[src/rtl/tex_rsp_serializer.sv]
// tex_rsp_serializer
// Holds one full-width texture response (NUM_LANES texels + tag) and replays
// it as NUM_BEATS narrower beats of OUT_LANES texels each. A new response can
// be accepted on the cycle the last beat leaves, so back-to-back responses
// stream without idle cycles.
//
// Handshake (both sides): a transfer happens on a rising edge where valid and
// ready are both high. Once rsp_out_valid rises it stays high, and texels, tag
// and beat stay constant, until the beat is taken. rsp_in_ready is
// combinational from rsp_out_ready on the last beat. This lets the next
// response be loaded in the same cycle the current one finishes.
module tex_rsp_serializer #(
    parameter int NUM_LANES = 4,
    parameter int OUT_LANES = 1,
    parameter int TAG_WIDTH = 1,
    localparam int NUM_BEATS = NUM_LANES / OUT_LANES,
    localparam int BEAT_W    = (NUM_BEATS > 1) ? $clog2(NUM_BEATS) : 1
) (
    input  logic                     clk,
    input  logic                     reset,
    input  logic                     rsp_in_valid,
    input  logic [NUM_LANES*32-1:0]  rsp_in_texels,
    input  logic [TAG_WIDTH-1:0]     rsp_in_tag,
    output logic                     rsp_in_ready,
    output logic                     rsp_out_valid,
    input  logic                     rsp_out_ready,
    output logic [OUT_LANES*32-1:0]  rsp_out_texels,
    output logic [TAG_WIDTH-1:0]     rsp_out_tag,
    output logic [BEAT_W-1:0]        rsp_out_beat,
    output logic                     rsp_out_last,
    output logic                     dbg_state_o
);

    localparam int IN_W  = NUM_LANES * 32;
    localparam int OUT_W = OUT_LANES * 32;

    typedef enum logic [0:0] {
        IDLE = 1'b0,
        SEND = 1'b1
    } state_e;

    state_e                 state_q, state_d;
    logic [BEAT_W-1:0]      beat_q, beat_d;
    logic [IN_W-1:0]        texels_q, texels_d;
    logic [TAG_WIDTH-1:0]   tag_q, tag_d;

    logic                   out_last;
    logic                   out_fire;
    logic                   in_fire;

    // Last beat of the held response; always true for a single-beat build.
    assign out_last = (beat_q == BEAT_W'(NUM_BEATS - 1));

    assign rsp_out_valid = (state_q == SEND);
    assign out_fire      = rsp_out_valid & rsp_out_ready;

    // Ready when empty, or when the last beat is leaving this cycle.
    // Forced low during reset so nothing is taken while the block is cleared.
    assign rsp_in_ready = ~reset &
                          ((state_q == IDLE) |
                           ((state_q == SEND) & rsp_out_ready & out_last));
    assign in_fire      = rsp_in_valid & rsp_in_ready;

    assign rsp_out_tag  = tag_q;
    assign rsp_out_beat = beat_q;
    assign rsp_out_last = out_last;
    assign dbg_state_o  = state_q;

    // Output lane mux: select the OUT_LANES texels addressed by the beat counter.
    always_comb begin
        rsp_out_texels = '0;
        for (int b = 0; b < NUM_BEATS; b++) begin
            if (beat_q == BEAT_W'(b)) begin
                rsp_out_texels = texels_q[b*OUT_W +: OUT_W];
            end
        end
    end

    // Next-state: load on input transfer, advance beat on output transfer.
    always_comb begin
        state_d  = state_q;
        beat_d   = beat_q;
        texels_d = texels_q;
        tag_d    = tag_q;
        unique case (state_q)
            IDLE: begin
                if (in_fire) begin
                    state_d  = SEND;
                    beat_d   = '0;
                    texels_d = rsp_in_texels;
                    tag_d    = rsp_in_tag;
                end
            end
            SEND: begin
                if (out_fire) begin
                    if (!out_last) begin
                        beat_d = beat_q + BEAT_W'(1);
                    end else if (in_fire) begin
                        // Chain straight into the next response, no bubble.
                        beat_d   = '0;
                        texels_d = rsp_in_texels;
                        tag_d    = rsp_in_tag;
                    end else begin
                        state_d = IDLE;
                        beat_d  = '0;
                    end
                end
            end
            default: begin
                state_d = IDLE;
                beat_d  = '0;
            end
        endcase
    end

    // State registers; reset discards any in-flight response.
    always_ff @(posedge clk or posedge reset) begin
        if (reset) begin
            state_q  <= IDLE;
            beat_q   <= '0;
            texels_q <= '0;
            tag_q    <= '0;
        end else begin
            state_q  <= state_d;
            beat_q   <= beat_d;
            texels_q <= texels_d;
            tag_q    <= tag_d;
        end
    end

endmodule

[config.mk]
export PLATFORM = sky130hd
export DESIGN_NAME = tex_rsp_serializer
export DESIGN_NICKNAME = d
export VERILOG_FILES = /design/src/rtl/tex_rsp_serializer.sv
export SDC_FILE = /design/constraint.sdc
export NUM_CORES = 1
export LEC_CHECK = 0
export ABC_AREA = 1
export CAP_MARGIN = 40
export CORE_UTILIZATION = 44
export DETAILED_ROUTE_END_ITERATION = 7
export PLACE_DENSITY = 0.74
export SYNTH_ARGS = -nofsm -noshare
export SYNTH_HDL_FRONTEND = slang
export SYNTH_SLANG_ARGS = --single-unit
[constraint.sdc]
create_clock -name clk -period 4.1 [get_ports clk]
set_input_delay 0.41 -clock clk [delete_from_list [all_inputs] [get_ports clk]]
set_output_delay 0.41 -clock clk [all_outputs]
set_load 0.005 [all_outputs]
==> impl_metrics.env, run 1 <==
export IMPL_setup_tns_ns=0
export IMPL_clk_latency_ns=0.43
export IMPL_dr_pass1_iters=5
export IMPL_num_io_pins=172
export IMPL_synthMuxAreaShare_pct=0
export IMPL_viasPerCell=5.16
export IMPL_yosysWarnings=0
export IMPL_p_per_area_nw_per_um2=767
export IMPL_final_cells=1196
export IMPL_cts_max_level=4
export IMPL_swShare_pct=38.4
export IMPL_cts_resized=0
export IMPL_outcome="complete, no violations"
export IMPL_grt_max_degree=130
export IMPL_multiInputGateArea_um2=2710
export IMPL_p_clk_share_pct=19.9
export IMPL_worstPathArrival_ns=2.79
export IMPL_setup_ws_ns=0.899
export IMPL_cts_buffers=17
export IMPL_finalClockSkew_ns=0.00843
export IMPL_register_area_um2=3300
export IMPL_synth_simple_area_share_pct=38.1
export IMPL_antenna_cells=0
export IMPL_drv_cap=0
export IMPL_layout_nets=1137
export IMPL_power_frac_seq_pct=35.7
export IMPL_antenna_found_initial=0
export IMPL_io_buffers=171
export IMPL_slew_viol_final=0
export IMPL_p_switching_w=0.00257
export IMPL_fp_dieArea_um2=15300
export IMPL_cp_start_kind="flop"
export IMPL_gr_usage_all_layers_pct=26.6
export IMPL_synth_xor_area_share_pct=0
export IMPL_cts_sinks=132
export IMPL_critPathKind="reg -> out"
export IMPL_min_from="texels_q[114]$_DFFE_PP0P_"
export IMPL_vdd_ir_drop_max_v=0.000435
export IMPL_die_h_um=124
export IMPL_synth_cell_type_count=16
export IMPL_mostFrequentLayoutCell="nand2_1"
export IMPL_drt_iter0_drc=512
export IMPL_dpl_cell_count=1165
export IMPL_cts_tree="built"
export IMPL_grt_pass1_wl_mm=30.1
export IMPL_combPwrFrac_pct=44.4
export IMPL_worstMarginPinSlew_ns=0.773
export IMPL_critPathMaxFanout=32
export IMPL_die_width_um=124
export IMPL_yosys_area_share_adder_pct=0.770
export IMPL_drive_gt1_share_pct=4.45
export IMPL_netlist_area_leader_share_pct=50.8
export IMPL_synth_top_area_cell="dfrtp_1"
export IMPL_ctsRootBufferMaster="clkbuf_16"
export IMPL_min_path_type="reg -> reg"
export IMPL_start_util_pct=44.9
export IMPL_place_congestion=0.804
export IMPL_post_cts_setup_buffers=0
export IMPL_slew_headroom_pct=48.4
export IMPL_holdBufCountCts=0
export IMPL_cp_end_kind="output pin"
export IMPL_core_area_um2=14500
export IMPL_rows=44
export IMPL_totalWireLength_mm=19.2
export IMPL_setup_violations=0
export IMPL_max_freq_mhz=312
export IMPL_min_period_ns=3.20
export IMPL_ys_seq_elements=132
export IMPL_place_ws_ns=1.40
export IMPL_drc=0
export IMPL_synth_area_leaders="dfrtp_1 (51%), nand2_1 (23%), nand3_1 (15%)"
export IMPL_rsz0062_at_grt="false"
export IMPL_finalHoldViolCount=0
export IMPL_ant_nets=0
export IMPL_wl_per_cell_um=16.1
export IMPL_clockBufferDepth=2
export IMPL_r2r_start="rsp_out_beat[0]$_DFFE_PP0P_"
export IMPL_synth_nets=1003
export IMPL_p_int_w=0.00414
export IMPL_cp_required_ns=3.69
export IMPL_p_leak_nw=4.45
export IMPL_syn_area_per_cell_um2=7.50
export IMPL_syn_inst=866
export IMPL_netlist_area_um2=6500
export IMPL_layout_common_cells="nand2_1 (392), nand3_1 (196), clkdlybuf4s50_1 (170)"
export IMPL_syn2layout_area_growth_pct=34.7
export IMPL_hpwl_mm=12.4
export IMPL_dr_total_vias=6171
export IMPL_final_util_pct=60.4
export IMPL_grt_pass1_vias=5538
export IMPL_timing_critical_path_from="rsp_out_beat[1]$_DFFE_PP0P_"
export IMPL_clk_pin_slew_ns=0.05
export IMPL_grt_overflow=0
export IMPL_synth_compound_gate_area_share_pct=2.72
export IMPL_period_share_pct=78.1
export IMPL_synth_top_family_by_area="simple AND/OR/NAND/NOR gates"
export IMPL_yosysSeqAreaShare_pct=50.8
export IMPL_nFillCells=1314
==> power groups by stage <==
stage | clock (W) | sequential (W) | combinational [W]
after floorplan | 0 | 0.00225 | 0.00174
after global placement | 0 | 0.00238 | 0.00291
after detailed placement | 0 | 0.00238 | 0.00297
after CTS | 0.00135 | 0.00238 | 0.00299
after global routing | 0.00141 | 0.00247 | 0.00333
final | 0.00133 | 0.00240 | 0.00298
==> layout make-up <==
cell class                 instances  area share [%]
inverter                          38            1.67
clock buffer                      25            5.43
tap                              184            2.63
multi-input combinational        628            31.0
timing repair buffer             183            21.2
sequential                       132            37.8
clock inverter                     6           0.343
==> cells in the mapped netlist (all sizes together) <==
cell type and instances:
nand3b 1, a21oi 33, dfrtp 132, ha 4, nand2 393, inv 38
clkbuf 20, buf 48, nand3 197
==> path summary, 6_finish.rpt <==
path / to / slack [ns] / cells after the start
min in group asynchronous: texels_q[63]$_DFFE_PP0P_ / 0.69 / 3
max in group asynchronous: texels_q[104]$_DFFE_PP0P_ / 2.20 / 5
worst max register to register: texels_q[98]$_DFFE_PP0P_ / 1.60 / 8
worst min-delay path: texels_q[114]$_DFFE_PP0P_ / 0.48 / 2
worst min register to register: texels_q[114]$_DFFE_PP0P_ / 0.48 / 2
worst max-delay path: rsp_out_texels[30] / 0.90 / 8
==> kinds of logic (layout without fill, tap and decap cells) <==
logic type / after synthesis / after routing
DFF: 132 / 132
and+or+nand+nor: 591 / 591
adders and majority gates: 4 / 4
AOI/OAI and AO/OA: 33 / 33
buffers and inverters: 106 / 252
==> layer usage <==
| metal | GRT usage (%) | wire length, µm |
|---|---|---|
| met1 | 40.3 | 9090 |
| met2 | 36.7 | 8340 |
| met3 | 5.67 | 1340 |
| met4 | 10.3 | 448 |
| met5 | 0 | 0 |
==> state kept, by name, summed over array words and instances (netlist names) <==
name / count
rsp_out_beat: 2
dbg_state_o: 1
rsp_out_tag: 1
texels_q: 128
==> metrics by stage <==
step	power, W	cell area (µm²)	hold WS [ns]
detailed placement	0.00535	8240	0.465
global route	0.00721	8750	0.490
finish	0.00671	8750	0.477
CTS	0.00672	8750	0.480
global placement	0.00529	8200	0.461
floorplan	0.00399	6500	0.449
==> worst max-delay path, stage by stage, from the launching register on <==
cell,delay [ns]
dfrtp_1,0.41
inv_1,0.09
ha_1,0.34
inv_2,0.51
nand3_1,0.15
nand2_1,0.16
nand3_1,0.10
nand2_1,0.10
clkdlybuf4s50_1,0.50
Note: power is estimated with default switching activity, not from simulation.
==> run 2: changes to the inputs <==
--- a/config.mk
+++ b/config.mk
@@ -7,9 +7,9 @@
 export LEC_CHECK = 0
 export ABC_AREA = 1
 export CAP_MARGIN = 40
-export CORE_UTILIZATION = 44
+export CORE_UTILIZATION = 49
 export DETAILED_ROUTE_END_ITERATION = 7
-export PLACE_DENSITY = 0.74
+export PLACE_DENSITY = 0.79
 export SYNTH_ARGS = -nofsm -noshare
 export SYNTH_HDL_FRONTEND = slang
 export SYNTH_SLANG_ARGS = --single-unit
==> constraint.sdc (replaced) <==
create_clock -name clk -period 3 [get_ports clk]
set_input_delay 0.3 -clock clk [delete_from_list [all_inputs] [get_ports clk]]
set_output_delay 0.3 -clock clk [all_outputs]
set_load 0.005 [all_outputs]
==> run 2 against run 1 <==
Die area decreased by 10%. First-iteration DRC count up 12%. Global-route usage is 2.4 points higher. Clock power increased by 53%. Combinational power rose by 36%. Register-to-register slack worse by 0.97 ns. Cell area is 0.57% higher. Critical path depth unchanged. Sequential power grew 35%. Sequential cell count did not move.
==> impl_metrics.env, run 2 (synthesis gave the netlist of run 1 again) <==
export IMPL_antenna_found_initial=0
export IMPL_layout_common_cells="nand2_1 (392), nand3_1 (196), clkdlybuf4s50_1 (170)"
export IMPL_setup_ws_ns=0.186
export IMPL_min_path_type="in -> reg"
export IMPL_start_util_pct=50.9
export IMPL_mostFrequentLayoutCell="nand2_1"
export IMPL_drv_cap=0
export IMPL_drt_iter0_drc=573
export IMPL_syn2layout_area_growth_pct=35.5
export IMPL_wl_per_cell_um=15.9
export IMPL_totalWireLength_mm=18.8
export IMPL_p_leak_nw=4.46
export IMPL_max_freq_mhz=355
export IMPL_ctsRootBufferMaster="clkbuf_16"
export IMPL_regMostFlops="texels_q"
export IMPL_grt_pass1_wl_mm=29.7
export IMPL_min_period_ns=2.81
export IMPL_fp_dieArea_um2=13700
export IMPL_setup_violations=0
export IMPL_post_cts_setup_buffers=0
export IMPL_critPathKind="reg -> out"
export IMPL_cp_start_kind="flop"
export IMPL_place_ws_ns=0.499
export IMPL_outcome="complete, no violations"
export IMPL_slew_viol_final=0
export IMPL_slew_headroom_pct=50.4
export IMPL_p_per_area_nw_per_um2=1060
export IMPL_path_buf_inv=3
export IMPL_hpwl_mm=11.6
export IMPL_grt_max_degree=134
export IMPL_rsz0062_at_grt="false"
export IMPL_holdPathStages=3
export IMPL_die_h_um=117
export IMPL_viasPerCell=5.25
export IMPL_clk_pin_slew_ns=0.06
export IMPL_cpMostUsedCell="nand2_1"
export IMPL_place_congestion=0.925
export IMPL_dr_pass1_iters=5
export IMPL_clockBufferDepth=2
export IMPL_drive_gt1_share_pct=4.84
export IMPL_largest_register_ffs=128
export IMPL_max_stage_delay_ns=0.51
export IMPL_ant_nets=0
export IMPL_period_share_pct=93.8
export IMPL_grt_pass1_vias=5962
export IMPL_layout_nets=1136
export IMPL_drc=0
export IMPL_cp_required_ns=2.70
export IMPL_dr_total_vias=6227
export IMPL_die_width_um=117
export IMPL_cts_tree="built"
export IMPL_worstMarginPinSlew_ns=0.744
export IMPL_gr_usage_all_layers_pct=29.0
export IMPL_worstPathArrival_ns=2.51
export IMPL_setup_tns_ns=0
export IMPL_clk_latency_ns=0.43
export IMPL_num_io_pins=172
export IMPL_cts_max_level=4
export IMPL_ff2ff_path_depth=7
export IMPL_critPathMaxFanout=56
export IMPL_cp_top_family="buffers and inverters"
export IMPL_cts_sinks=132
export IMPL_cts_buffers=17
export IMPL_cp_end_kind="output pin"
export IMPL_finalClockSkew_ns=0.00802
export IMPL_io_buffers=171
export IMPL_path_depth=8
export IMPL_slowest_stage="clkdlybuf4s50_1"
export IMPL_finalHoldViolCount=0
export IMPL_vdd_ir_drop_max_v=0.000524
export IMPL_rows=41
export IMPL_grt_overflow=0
export IMPL_holdBufCountCts=0
export IMPL_cts_resized=0
export IMPL_core_area_um2=12800
export IMPL_crit_chain="inv_1 > ha_2 > buf_12 > a21oi_1 > nand2_1 > nand3_1 > nand2_1 > clkdlybuf4s50_1"
==> run 2: cell types whose count changed in the layout (fill, tap and decap cells not counted) <==
| cell | delta |
|---|---|
| buf_12 | +2 |
| buf_16 | -1 |
| buf_4 | -1 |
| buf_8 | -1 |
| bufinv_16 | +2 |
| clkbuf_1 | -2 |
| clkinv_2 | -1 |
| clkinv_4 | +1 |
| clkinvlp_4 | +2 |
| diode_2 | +1 |
| ha_1 | -2 |
| ha_2 | +2 |
| inv_2 | -1 |
==> run 2: tightest hold or removal path: stages <==
cell	delay [ns]
clkdlybuf4s50_1	0.39
nand3_1	0.07
nand2_1	0.05
==> run 2: path summary, 6_finish.rpt <==
path | endpoint | slack (ns) | startpoint
setup / recovery | rsp_out_texels[15] | 0.19 | rsp_out_beat[0]$_DFFE_PP0P_
hold / removal | texels_q[105]$_DFFE_PP0P_ | 0.42 | rsp_in_texels[105]
setup reg to reg | texels_q[19]$_DFFE_PP0P_ | 0.63 | rsp_out_beat[1]$_DFFE_PP0P_
hold reg to reg | texels_q[93]$_DFFE_PP0P_ | 0.48 | texels_q[93]$_DFFE_PP0P_
max in group asynchronous | texels_q[93]$_DFFE_PP0P_ | 1.91 | reset
min in group asynchronous | rsp_out_beat[1]$_DFFE_PP0P_ | 0.57 | reset
==> run 2: report_power, final <==
part | switching (W) | total, W | internal [W]
Clock | 0.000777 | 0.00204 | 0.00126
Sequential | 0.000559 | 0.00325 | 0.00269
Combinational | 0.00217 | 0.00405 | 0.00188
Total | 0.00351 | 0.00934 | 0.00583
==> run 2: final cells by class <==
class / count / area (µm²)
antenna: 1 / 2.50
clock buffer: 23 / 468
clock inverter: 9 / 104
fill: 1065 / 3970
inverter: 38 / 148
multi-input combinational: 628 / 2720
sequential: 132 / 3300
tap: 172 / 215
timing repair buffer: 182 / 1840
==> run 2: per-layer routing <==
metal	wire, µm	GRT usage (%)	part of all wire, %	vias to the layer above
li1	-	-	-	3014
met4	638	15.3	3.4	0
met1	8280	38.6	44	2905
met3	1300	6.64	6.9	46
met5	0	0	0	-
met2	8580	44.4	46	262
==> run 2: per-stage QoR <==
step | std cells | utilization [%] | area [µm²] | power (W) | hold WS [ns]
6_report | 1185 | 68.9 | 8800 | 0.00934 | 0.420
5_1_grt | 1184 | 68.9 | 8800 | 0.0100 | 0.429
4_1_cts | 1184 | 68.8 | 8790 | 0.00936 | 0.414
3_5_place_dp | 1152 | 64.4 | 8220 | 0.00725 | 0.465
3_3_place_gp | 1152 | 64.4 | 8220 | 0.00718 | 0.462
2_1_floorplan | 866 | - | 6500 | 0.00545 | 0.438
